`src/rtl/i2c_pkg.sv`:
```
// Shared types and constants for the I2C target: FSM state encoding,
// default bus address, byte length and ACK levels.
package i2c_pkg;

  typedef enum logic [3:0] {
    IDLE,
    ADDR,
    ADDR_ACK,
    REGH,
    REGH_ACK,
    REGL,
    REGL_ACK,
    WDATA,
    WDATA_ACK,
    RDATA,
    RDATA_ACK,
    WAIT_STOP
  } i2c_state_e;

  localparam logic [6:0] DEF_TARGET_ADDR = 7'h3C;
  localparam logic [3:0] BIT_CNT         = 4'd8;
  localparam logic       ACK_LVL         = 1'b0;
  localparam logic       NACK_LVL        = 1'b1;

  function automatic logic [7:0] shift_in(input logic [7:0] sr, input logic b);
    return {sr[6:0], b};
  endfunction

endpackage

```
`src/rtl/i2c_line_sync.sv`:
```
// Two-flop synchronizer plus previous-value register on SCL/SDA; decodes
// SCL edges and START/STOP from the synchronized levels.
module i2c_line_sync (
  input  logic meg25,
  input  logic reset,
  input  logic scl_in,
  input  logic sda_in,
  output logic scl_rise,
  output logic scl_fall,
  output logic start_det,
  output logic stop_det,
  output logic sda_s
);

  // [0] metastable stage, [1] synchronized level, [2] previous synchronized level
  logic [2:0] r_scl;
  logic [2:0] r_sda;
  logic       w_scl_s;
  logic       w_scl_p;
  logic       w_sda_s;
  logic       w_sda_p;

  // Reset to the idle-bus level so leaving reset never fakes a START
  always_ff @(posedge meg25) begin
    if (reset) begin
      r_scl <= 3'b111;
      r_sda <= 3'b111;
    end else begin
      r_scl <= {r_scl[1:0], scl_in};
      r_sda <= {r_sda[1:0], sda_in};
    end
  end

  assign w_scl_s = r_scl[1];
  assign w_scl_p = r_scl[2];
  assign w_sda_s = r_sda[1];
  assign w_sda_p = r_sda[2];

  assign scl_rise  =  w_scl_s & ~w_scl_p;
  assign scl_fall  = ~w_scl_s &  w_scl_p;
  assign start_det =  w_scl_s &  w_scl_p &  w_sda_p & ~w_sda_s;
  assign stop_det  =  w_scl_s &  w_scl_p & ~w_sda_p &  w_sda_s;
  assign sda_s     =  w_sda_s;

endmodule

```
`src/rtl/i2c_target.sv`:
```
// I2C target with 16-bit register pointer and 8-bit data, exposing a
// register-file strobe interface (wr_en / rd_req) to external storage.
//
// state     | meaning
// IDLE      | bus free or after STOP
// ADDR      | shifting in target address + R/W
// ADDR_ACK  | driving ACK for our address
// REGH/REGL | shifting in pointer high / low byte
// *_ACK     | driving ACK for the byte just received
// WDATA     | shifting in a write data byte (burst)
// RDATA     | fetching and shifting out a read byte
// RDATA_ACK | sampling master ACK/NACK
// WAIT_STOP | not addressed or read ended; ignore until START/STOP
module i2c_target
  import i2c_pkg::*;
#(
  parameter logic [6:0] TARGET_ADDR = DEF_TARGET_ADDR,
  parameter int         ADDR_W      = 16
) (
  input  logic              meg25,
  input  logic              reset,
  input  logic              scl_in,
  input  logic              sda_in,
  output logic              sda_oe,
  output logic [ADDR_W-1:0] reg_addr,
  output logic [7:0]        wr_data,
  output logic              wr_en,
  output logic              rd_req,
  input  logic [7:0]        rd_data,
  output logic              busy
);

  logic w_scl_rise;
  logic w_scl_fall;
  logic w_start_det;
  logic w_stop_det;
  logic w_sda_s;

  i2c_line_sync u_line_sync (
    .meg25     (meg25),
    .reset     (reset),
    .scl_in    (scl_in),
    .sda_in    (sda_in),
    .scl_rise  (w_scl_rise),
    .scl_fall  (w_scl_fall),
    .start_det (w_start_det),
    .stop_det  (w_stop_det),
    .sda_s     (w_sda_s)
  );

  i2c_state_e        r_state,    w_state_nxt;
  logic [3:0]        r_bit_cnt,  w_cnt_nxt;
  logic [7:0]        r_shift,    w_shift_nxt;
  logic              r_rw,       w_rw_nxt;
  logic [7:0]        r_tx,       w_tx_nxt;
  logic              r_sda_oe,   w_oe_nxt;
  logic [ADDR_W-1:0] r_reg_addr, w_addr_nxt;
  logic [7:0]        r_wr_data,  w_wdata_nxt;
  logic              r_wr_en,    w_wr_en_nxt;
  logic              r_rd_req,   w_rd_req_nxt;
  logic              r_busy,     w_busy_nxt;
  logic              r_rd_lat;
  logic [7:0]        w_byte;
  logic              w_last_bit;

  assign w_byte     = shift_in(r_shift, w_sda_s);
  assign w_last_bit = (r_bit_cnt == BIT_CNT - 4'd1);

  always_ff @(posedge meg25) begin
    if (reset) begin
      r_state    <= IDLE;
      r_bit_cnt  <= '0;
      r_shift    <= '0;
      r_rw       <= 1'b0;
      r_tx       <= '0;
      r_sda_oe   <= 1'b0;
      r_reg_addr <= '0;
      r_wr_data  <= '0;
      r_wr_en    <= 1'b0;
      r_rd_req   <= 1'b0;
      r_rd_lat   <= 1'b0;
      r_busy     <= 1'b0;
    end else begin
      r_state    <= w_state_nxt;
      r_bit_cnt  <= w_cnt_nxt;
      r_shift    <= w_shift_nxt;
      r_rw       <= w_rw_nxt;
      r_tx       <= w_tx_nxt;
      r_sda_oe   <= w_oe_nxt;
      r_reg_addr <= w_addr_nxt;
      r_wr_data  <= w_wdata_nxt;
      r_wr_en    <= w_wr_en_nxt;
      r_rd_req   <= w_rd_req_nxt;
      r_rd_lat   <= r_rd_req;
      r_busy     <= w_busy_nxt;
    end
  end

  always_comb begin
    w_state_nxt  = r_state;
    w_cnt_nxt    = r_bit_cnt;
    w_shift_nxt  = r_shift;
    w_rw_nxt     = r_rw;
    w_tx_nxt     = r_tx;
    w_oe_nxt     = r_sda_oe;
    w_addr_nxt   = r_reg_addr;
    w_wdata_nxt  = r_wr_data;
    w_wr_en_nxt  = 1'b0;
    w_rd_req_nxt = 1'b0;
    w_busy_nxt   = r_busy;

    // Read byte arrives the cycle after rd_req, long before the next SCL fall
    if (r_rd_lat) w_tx_nxt = rd_data;

    if (w_stop_det) begin
      w_state_nxt = IDLE;
      w_cnt_nxt   = '0;
      w_oe_nxt    = 1'b0;
      w_busy_nxt  = 1'b0;
    end else if (w_start_det) begin
      w_state_nxt = ADDR;
      w_cnt_nxt   = '0;
      w_oe_nxt    = 1'b0;
    end else begin
      case (r_state)
        IDLE, WAIT_STOP: w_oe_nxt = 1'b0;

        ADDR: if (w_scl_rise) begin
          w_shift_nxt = w_byte;
          w_cnt_nxt   = r_bit_cnt + 4'd1;
          if (w_last_bit) begin
            w_cnt_nxt = '0;
            w_rw_nxt  = w_sda_s;
            if (w_byte[7:1] == TARGET_ADDR) begin
              w_state_nxt = ADDR_ACK;
              w_busy_nxt  = 1'b1;
            end else begin
              w_state_nxt = WAIT_STOP;
            end
          end
        end

        // A read hands over at the 9th rise so the fetch completes before
        // the falling edge that must present bit 7; ACK is held until then.
        ADDR_ACK: begin
          if (w_scl_fall) begin
            if (!r_sda_oe) begin
              w_oe_nxt = 1'b1;
            end else if (!r_rw) begin
              w_oe_nxt    = 1'b0;
              w_state_nxt = REGH;
            end
          end else if (w_scl_rise && r_sda_oe && r_rw) begin
            w_state_nxt  = RDATA;
            w_rd_req_nxt = 1'b1;
            w_cnt_nxt    = '0;
          end
        end

        REGH, REGL, WDATA: if (w_scl_rise) begin
          w_shift_nxt = w_byte;
          w_cnt_nxt   = r_bit_cnt + 4'd1;
          if (w_last_bit) begin
            w_cnt_nxt = '0;
            if (r_state == REGH) begin
              w_addr_nxt[ADDR_W-1 -: 8] = w_byte;
              w_state_nxt               = REGH_ACK;
            end else if (r_state == REGL) begin
              w_addr_nxt[7:0] = w_byte;
              w_state_nxt     = REGL_ACK;
            end else begin
              w_wdata_nxt = w_byte;
              w_wr_en_nxt = 1'b1;
              w_state_nxt = WDATA_ACK;
            end
          end
        end

        REGH_ACK, REGL_ACK, WDATA_ACK: if (w_scl_fall) begin
          if (!r_sda_oe) begin
            w_oe_nxt = 1'b1;
          end else begin
            w_oe_nxt = 1'b0;
            if (r_state == REGH_ACK) begin
              w_state_nxt = REGL;
            end else begin
              w_state_nxt = WDATA;
              if (r_state == WDATA_ACK) w_addr_nxt = r_reg_addr + ADDR_W'(1);
            end
          end
        end

        RDATA: if (w_scl_fall) begin
          if (r_bit_cnt == BIT_CNT) begin
            w_oe_nxt    = 1'b0;
            w_state_nxt = RDATA_ACK;
            w_cnt_nxt   = '0;
          end else begin
            w_oe_nxt  = ~r_tx[7];
            w_tx_nxt  = {r_tx[6:0], 1'b0};
            w_cnt_nxt = r_bit_cnt + 4'd1;
          end
        end

        RDATA_ACK: if (w_scl_rise) begin
          if (w_sda_s == ACK_LVL) begin
            w_addr_nxt   = r_reg_addr + ADDR_W'(1);
            w_state_nxt  = RDATA;
            w_rd_req_nxt = 1'b1;
            w_cnt_nxt    = '0;
          end else begin
            w_state_nxt = WAIT_STOP;
          end
        end

        default: begin
          w_state_nxt = IDLE;
          w_oe_nxt    = 1'b0;
        end
      endcase
    end
  end

  assign sda_oe   = r_sda_oe;
  assign reg_addr = r_reg_addr;
  assign wr_data  = r_wr_data;
  assign wr_en    = r_wr_en;
  assign rd_req   = r_rd_req;
  assign busy     = r_busy;

endmodule

```
`config.mk`:
```
export PLATFORM = sky130hd
export DESIGN_NAME = i2c_target
export DESIGN_NICKNAME = d
export VERILOG_FILES = /design/src/rtl/i2c_pkg.sv /design/src/rtl/i2c_line_sync.sv /design/src/rtl/i2c_target.sv
export SDC_FILE = /design/constraint.sdc
export NUM_CORES = 1
export LEC_CHECK = 0
export CORE_AREA = 2 2 77 79
export CTS_BUF_LIST = sky130_fd_sc_hd__clkbuf_8
export DETAILED_ROUTE_END_ITERATION = 10
export DIE_AREA = 0 0 79 81
export MAX_ROUTING_LAYER = met4
export PLACE_DENSITY = 0.83
export RECOVER_POWER = 50
export SYNTH_ARGS = -nofsm -noshare
export SYNTH_HDL_FRONTEND = slang
export SYNTH_SLANG_ARGS = --single-unit
```
`constraint.sdc`:
```
create_clock -name meg25 -period 5.65 [get_ports meg25]
set_input_delay 1.13 -clock meg25 [delete_from_list [all_inputs] [get_ports meg25]]
set_output_delay 1.13 -clock meg25 [all_outputs]
set_load 0.005 [all_outputs]
```
==> qor.yml <==
multiInputGateArea_sq_um: 1887
arrival_ps: 3570
ir_drop_uv: 229.7
die_w_um: 79
cap_violations: 0
fin_skew_ps: 11.49
final-hold-violation-count: 0
setup_violations: 0
fin_crit_sh_pct: 59.40
num_vias: 3157
rsz0062_at_grt: "no"
avgViaCountPerCell: 6.106
placedInstanceArea_sq_um: 3612
syn_nets: 430
start_util_pct: 57.45
fin_tns_setup_ps: 0
drtIter0Drc: 357
fill_cells: 503
final_common_cell: "dfxtp_1"
grt_max_degree: 32
status: "completed"
cts_hold_buf: 0
post_cts_buffers: 0
clk_pin_slew_ps: 70
async_flop_share_pct: 0
gp_congestion: 0.9053
path_delay_family: "buffers and inverters"
critPathCaptureType: "flip-flop"
slowest_delay_ps: 1190
syn2layout_area_growth_pct: 17.15
synth_mux_area_share_pct: 5.526
cts_tree: "yes"
root_buffer: "clkbuf_8"
chipHeight_um: 81
crit_type: "in2reg"
cts_sinks: 59
synth_fa_ha_area_share_pct: 1.151
regArea_sq_um: 1181
synthXorXnorAreaFrac_pct: 0.5372
clock.fmax_ghz: 0.2980
cp_slowest_cell: "dlygate4sd3_1"
netlist_area_sq_um: 3261
drtPass1Iterations: 5
netlist.area_leader.share_pct: 36.22
cp.required_ps: 5870
synth-main-ff-cell: "dfxtp_1"
fp.dieArea_sq_um: 6399
synth_top_family_by_area: "simple AND/OR/NAND/NOR gates"
cts_resized: 0
nets: 452
core_area_sq_um: 5675
synth_compound_gate_area_share_pct: 22.68
grt_pass1_vias: 2734
clkLatencyLatePin_ps: 350
ys_seq_area_share_pct: 36.22
crit_path_cell_trace: "dlygate4sd3_1 > clkbuf_1 > a21o_1 > a211oi_1"
routed_wl_um: 7874
yosys.area.top_type: "dfxtp_1"
maxSlewViolCount: 0
synth_cells: 415
p_per_area_nw_per_um2: 353.2
maxSlewHeadroom_pct: 33.00
power.leakage_nw: 1.471
ys_types: 64
ant_nets: 0
place_hpwl_um: 5320
min_path_type: "reg2reg"
fin_area_sq_um: 3820
overflow: 0
grt_pass1_wl_um: 13010
setup.worst_path.start_class: "input pin"
synth.top_cells.by_area: "dfxtp_1 36%, a21oi_1 6.4%, nand2_1 6.0%, mux2i_1 5.5%, nor2_1 4.7%"
antenna_found_initial: 0
cts_buffers: 9
wl_per_cell_um: 15.23
ys_seq_elements: 59
clockBufferDepth: 2
crit_fanout: 26
portBuffers: 39
htree_levels: 3
finalPower_mw: 1.349
fin_crit_ps: 3356
drc: 0
final_cell_mix: "59 x dfxtp_1, 52 x nand2_1, 42 x a21oi_1, 41 x nor2_1, 29 x dlygate4sd3_1"
rows: 28
synthSimpleGateAreaFrac_pct: 28.43
final_layout_size_suffix_gt1_share_pct: 6.109
synth_edf_count: 0
tightestPinTransition_ps: 1005
pin_count: 40
synth_area_per_cell_sq_um: 7.857
grt_usage_pct: 26.17
yosys_warnings: 0
critPathBufInv: 2
diodes: 0
-- synth_stat cells (3+ instances only) --
master and number:
dfxtp_1 59, nand2_1 52, a21oi_1 42, nor2_1 41, o21ai_0 23, mux2i_1 18
clkbuf_1 14, a211oi_1 11, nand3_1 11, buf_2 10, inv_1 10, or2_2 8
nor4_1 7, and2_1 6, nand2b_1 6, nor2b_1 6, a21o_1 5, nor3_1 5
or3_1 5, a31oi_1 4, nand3b_1 4, nor3b_1 4, ha_1 3, o31ai_1 3
or3b_1 3, or4_1 3
-- worst paths after layout --
check,start,to,slack (ps),cells after the start
setup / recovery,reset,r_state[3],2290,4
hold / removal,u_line_sync.r_sda[0],u_line_sync.r_sda[1],410,1
setup reg to reg,r_state[0],r_tx[1],2700,5
hold reg to reg,u_line_sync.r_sda[0],u_line_sync.r_sda[1],410,1
-- state kept, by name (all words and copies together), names as in the netlist --
name	flops
rd_req	1
r_shift	7
r_tx	8
busy	1
r_rw	1
wr_data	8
wr_en	1
sda_oe	1
r_state	4
u_line_sync.r_scl	3
u_line_sync.r_sda	3
reg_addr	16
r_bit_cnt	4
r_rd_lat	1
-- kinds of logic after synthesis --
logic type / after synthesis
buffers and inverters: 39
multiplexers: 18
AO/OA/AOI/OAI: 117
AND/OR/NAND/NOR: 177
flip-flops: 59
adder cells (fa/ha/maj): 3
XOR/XNOR: 2
-- metrics by stage --
stage | utilization, % | cells | hold slack (ps) | setup slack [ps]
finish | 67.31 | 517 | 409.7 | 2294
floorplan | - | 415 | 389.5 | 3646
global route | 67.31 | 517 | 422.2 | 2127
CTS | 67.64 | 517 | 410.7 | 2814
detailed placement | 63.65 | 501 | 394.0 | 2464
global placement | 63.65 | 501 | 390.7 | 2512
-- worst register-to-register path: cells and delay by family, from the launching register on --
family / cells / cell delay, ps
AND/OR/NAND/NOR: 3 / 1430
flip-flops: 1 / 890
AO/OA/AOI/OAI: 2 / 470
-- area by class of cell --
class | count | area share (%)
clock buffer | 10 | 3.603
inverter | 10 | 0.9826
multi-input combinational | 317 | 49.39
timing repair buffer | 40 | 10.32
tap | 75 | 2.457
sequential | 59 | 30.92
clock inverter | 6 | 2.326
-- report_power, final --
group | total (mW) | switching (mW) | internal, mW
combinational | 0.410 | 0.242 | 0.169
sequential | 0.502 | 0.0668 | 0.436
clock | 0.436 | 0.176 | 0.260
total | 1.35 | 0.485 | 0.864
-- layer usage --
layer  GRT usage, %  up-vias  routed length (um)
met1          34.00     1446                3509
met3          4.444       22                 527
li1               -     1538                   -
met4          12.07        0                 226
met2          40.08      151                3611
met5              -        -                   0
No activity file was read; power rests on OpenSTA's default activity.
